`config.mk`:
```
export PLATFORM = sky130hd
export DESIGN_NAME = pcie_fifo_unpack
export DESIGN_NICKNAME = d
export VERILOG_FILES = /design/src/rtl/pcie_fifo_unpack.sv
export SDC_FILE = /design/constraint.sdc
export NUM_CORES = 1
export LEC_CHECK = 0
export CAP_MARGIN = 10
export CELL_PAD_IN_SITES_DETAIL_PLACEMENT = 1
export CELL_PAD_IN_SITES_GLOBAL_PLACEMENT = 2
export CORE_MARGIN = 2
export CORE_UTILIZATION = 32
export DETAILED_ROUTE_END_ITERATION = 16
export PLACE_DENSITY = 0.95
export SLEW_MARGIN = 0
export SYNTH_ARGS = -nofsm -noshare
export SYNTH_HDL_FRONTEND = slang
export SYNTH_SLANG_ARGS = --single-unit
```
`constraint.sdc`:
```
create_clock -name clk -period 3.6 [get_ports clk]
set_input_delay 0.72 -clock clk [delete_from_list [all_inputs] [get_ports clk]]
set_output_delay 0.72 -clock clk [all_outputs]
set_load 0.1 [all_outputs]
```
`src/rtl/pcie_fifo_unpack.sv`:
```
// pcie_fifo_unpack: pops 128b words from a show-ahead FIFO and streams them out as 16b pixels with line markers.
// Optional PCIE_UNPACK_MSB_FIRST_EN selects MSB-first pixel order; the default build is LSB-first.
module pcie_fifo_unpack #(
    parameter int IN_W       = 128,
    parameter int OUT_W      = 16,
    parameter int RATIO      = 8,
    parameter int H_ACT      = 1280,
    parameter int LINE_CNT_W = 11
) (
    input  logic                  clk,
    input  logic                  rst_n,
    input  logic                  flush,
    input  logic                  fifo_rd_vld,
    input  logic [IN_W-1:0]       fifo_rd_data,
    output logic                  fifo_rd_en,
    output logic [OUT_W-1:0]      pix_data,
    output logic                  pix_vld,
    input  logic                  pix_rdy,
    output logic                  pix_sol,
    output logic                  pix_eol,
    output logic [LINE_CNT_W-1:0] h_cnt,
    output logic                  underrun
);
    localparam int IDX_W = (RATIO > 1) ? $clog2(RATIO) : 1;

    logic [IN_W-1:0]  word_q;
    logic             word_full;
    logic [IDX_W-1:0] idx;
    logic             acc;
    logic             last;
    logic             line_end;

    assign pix_vld    = word_full;
    assign acc        = word_full & pix_rdy;
    assign last       = acc & (idx == IDX_W'(RATIO - 1));
    assign line_end   = h_cnt == LINE_CNT_W'(H_ACT - 1);
    // Refill in the same cycle the final pixel leaves so word boundaries cost no bubble.
    assign fifo_rd_en = rst_n & fifo_rd_vld & ~flush & (~word_full | last);
    assign pix_sol    = word_full & (h_cnt == '0);
    assign pix_eol    = word_full & line_end;
`ifdef PCIE_UNPACK_MSB_FIRST_EN
    assign pix_data   = word_q[IN_W - 1 - int'(idx) * OUT_W -: OUT_W];
`else
    assign pix_data   = word_q[int'(idx) * OUT_W +: OUT_W];
`endif

    always_ff @(posedge clk or negedge rst_n) begin
        if (!rst_n) begin
            word_q    <= '0;
            word_full <= 1'b0;
            idx       <= '0;
            h_cnt     <= '0;
            underrun  <= 1'b0;
        end else if (flush) begin
            word_full <= 1'b0;
            idx       <= '0;
            h_cnt     <= '0;
            underrun  <= 1'b0;
        end else begin
            if (fifo_rd_en) begin
                word_q    <= fifo_rd_data;
                word_full <= 1'b1;
                idx       <= '0;
            end else if (last) begin
                word_full <= 1'b0;
            end
            if (acc && !last)
                idx <= idx + 1'b1;
            if (acc)
                h_cnt <= line_end ? '0 : h_cnt + 1'b1;
            if (pix_rdy && !word_full && h_cnt != '0)
                underrun <= 1'b1;
        end
    end
endmodule

```
==> impl_metrics.env <==
export IMPL_multi_input_area_mm2=0.00280
export IMPL_path_clk_slew_ns=0.06
export IMPL_die_width_um=148
export IMPL_grt_pass1_vias=5737
export IMPL_vias_per_cell=4.73
export IMPL_cts_hold_buf=0
export IMPL_clock_path_buffers=2
export IMPL_cts_setup_buffers=0
export IMPL_reg2reg_to="word_q[30]"
export IMPL_placementRows=52
export IMPL_synth_seq_cells=144
export IMPL_final_nets=986
export IMPL_cp_end_kind="primary output"
export IMPL_path_max_fanout=20
export IMPL_syn_cell_area_mm2=0.00665
export IMPL_num_vias=5346
export IMPL_hpwlAfterDp_um=13700
export IMPL_finalSetupViolations=0
export IMPL_fin_crit_ns=3.31
export IMPL_htreeDepth=4
export IMPL_start_util=0.327
export IMPL_reg2regPathDepth=8
export IMPL_min_period_over_period=0.919
export IMPL_num_antenna_cells=0
export IMPL_cts_tree="built"
export IMPL_tns_ns=0
export IMPL_grt_max_degree=132
export IMPL_dr_first_iter_drc_count=271
export IMPL_io_pins=165
export IMPL_dieArea_mm2=0.0219
export IMPL_required_ns=2.88
export IMPL_power_mw=4.88
export IMPL_ff_latch_area_mm2=0.00361
export IMPL_portBuffers=164
export IMPL_cap_violations=0
export IMPL_antenna_left=0
export IMPL_synthCells=698
export IMPL_ys_seq_area_frac=0.542
export IMPL_overflow=0
export IMPL_maxSlewHeadroom=0.344
export IMPL_clk_latency_ns=0.41
export IMPL_final_cell_mix="393 x nand2_1, 143 x clkdlybuf4s50_1, 142 x dfrtp_1"
export IMPL_regToRegSetupSlack_ns=0.86
export IMPL_cts_root_buf="clkbuf_16"
export IMPL_grt_setup_unrepaired="no"
export IMPL_cp_arrival_ns=2.59
export IMPL_clock_sinks=144
export IMPL_dieHeight_um=148
export IMPL_numCtsBuffers=17
export IMPL_wl_um=19800
export IMPL_hold_path_class="primary input to asynchronous set/reset pin"
export IMPL_antenna_found_initial=0
export IMPL_hold_viol=0
export IMPL_track_usage=0.185
export IMPL_p_leak_nw=4.32
export IMPL_power_density_mw_per_mm2=536
export IMPL_vdd_drop_max_uv=268
export IMPL_wire_per_inst_um=17.5
export IMPL_core_mm2=0.0203
export IMPL_drive_gt1_frac=0.134
export IMPL_synthToLayoutAreaGrowth_pct=36.9
export IMPL_num_fill_cells=2329
export IMPL_outcome="finished, final reports clean"
export IMPL_drv_slew=0
export IMPL_yosysWarnings=0
export IMPL_fin_skew_ns=0.00482
export IMPL_grt_pass1_wl_um=31400
export IMPL_path_class="flop to primary output"
export IMPL_cts_resized=0
export IMPL_place_congestion=0.808
export IMPL_syn_area_per_cell_um2=9.52
export IMPL_synth_nets=835
export IMPL_dr_pass1_iters=4
export IMPL_max_freq_mhz=302
export IMPL_worstMarginPinSlew_ns=0.981
export IMPL_drc=0
export IMPL_worstReg2RegStart="idx[0]"
export IMPL_start_kind="flop"
export IMPL_final_common_cell="nand2_1"
export IMPL_synth_cell_types=32
==> worst max-delay path, stage by stage, from the launching register on <==
cell and delay [ns]:
dfrtp_2 0.84, buf_4 0.30, mux4_2 0.52, mux2_2 0.28, buf_4 0.23
==> cells by family (layout without fill, tap and decap cells) <==
| family | count (synthesis) | in the layout | synth area share |
|---|---|---|---|
| AOI/OAI and AO/OA | 14 | 14 | 0.0143 |
| buffers and inverters | 46 | 209 | 0.0365 |
| muxes | 49 | 49 | 0.137 |
| adders and majority gates | 4 | 4 | 0.00753 |
| DFF | 144 | 144 | 0.542 |
| and+or+nand+nor | 434 | 434 | 0.253 |
| xor gates and xnor gates | 7 | 7 | 0.00923 |
==> synth_stat cells <==
master	instances	area [µm²]
and3_1	1	6.26
nand2_1	393	1480
a32oi_1	1	8.76
nor3_1	5	25.0
a22oi_1	1	7.51
or2_2	1	6.26
xor2_1	1	8.76
a21boi_0	1	7.51
mux4_2	32	721
xnor2_1	6	52.6
a21boi_1	1	7.51
a41o_1	1	10.0
buf_1	2	7.51
dfrtp_1	144	3600
a22o_1	1	8.76
or3_1	3	18.8
inv_2	1	3.75
nand4b_1	1	8.76
nor4_1	3	18.8
ha_1	4	50.1
mux2_2	17	191
buf_4	13	97.6
nand4_1	1	6.26
clkbuf_1	9	33.8
nand3_1	8	40.0
a31oi_1	1	6.26
o41ai_1	1	8.76
a21oi_1	6	30.0
nor3b_1	2	15.0
inv_1	4	15.0
buf_2	17	85.1
nor2_1	16	60.1
==> registers in the layout (all words and copies together), names as in the netlist <==
name	cells
pix_vld	1
underrun	1
idx	3
h_cnt	11
word_q	128
==> power breakdown <==
| part | internal (mW) | leakage, nW | switching [mW] |
|---|---|---|---|
| Combinational | 0.417 | 2.21 | 0.625 |
| Sequential | 1.88 | 1.82 | 0.163 |
| Clock | 1.11 | 0.296 | 0.689 |
==> layer usage <==
| layer | vias to the layer above | global-route usage | share of wire |
|---|---|---|---|
| met3 | 22 | 0.0313 | 0.040 |
| li1 | 2543 | - | - |
| met2 | 126 | 0.287 | 0.46 |
| met4 | 0 | 0.0595 | 0.017 |
| met5 | - | 0 | 0 |
| met1 | 2655 | 0.267 | 0.48 |
==> worst max-delay path by stage <==
| stage | from | to | slack, ns | cells past startpoint |
|---|---|---|---|---|
| floorplan | h_cnt[8] | pix_sol | 0.20 | 4 |
| finish | idx[0] | pix_data[8] | 0.29 | 4 |
| detailed placement | idx[0] | pix_data[1] | 0.67 | 4 |
| global route | idx[0] | pix_data[8] | 0.13 | 4 |
| CTS | idx[0] | pix_data[1] | 0.21 | 4 |
| global placement | idx[0] | pix_data[1] | 0.68 | 4 |
==> metrics by stage <==
step / worst slack [ns] / instance area [µm²] / util / cells / hold WS [ns]
detailed placement: 0.671 / 8490 / 0.418 / 1100 / 0.459
global placement: 0.681 / 8490 / 0.418 / 1100 / 0.452
CTS: 0.211 / 9100 / 0.448 / 1131 / 0.219
finish: 0.293 / 9100 / 0.448 / 1131 / 0.220
global route: 0.129 / 9100 / 0.448 / 1131 / 0.240
floorplan: 0.198 / 6650 / - / 698 / 0.424
==> area by class of cell <==
cell class / count / share of cell area
clock buffer: 18 / 0.0483
timing repair buffer: 173 / 0.189
sequential: 144 / 0.396
multi-input combinational: 508 / 0.308
tap: 270 / 0.0371
inverter: 5 / 0.00234
clock inverter: 13 / 0.0182
Note: power is estimated with default switching activity, not from simulation.
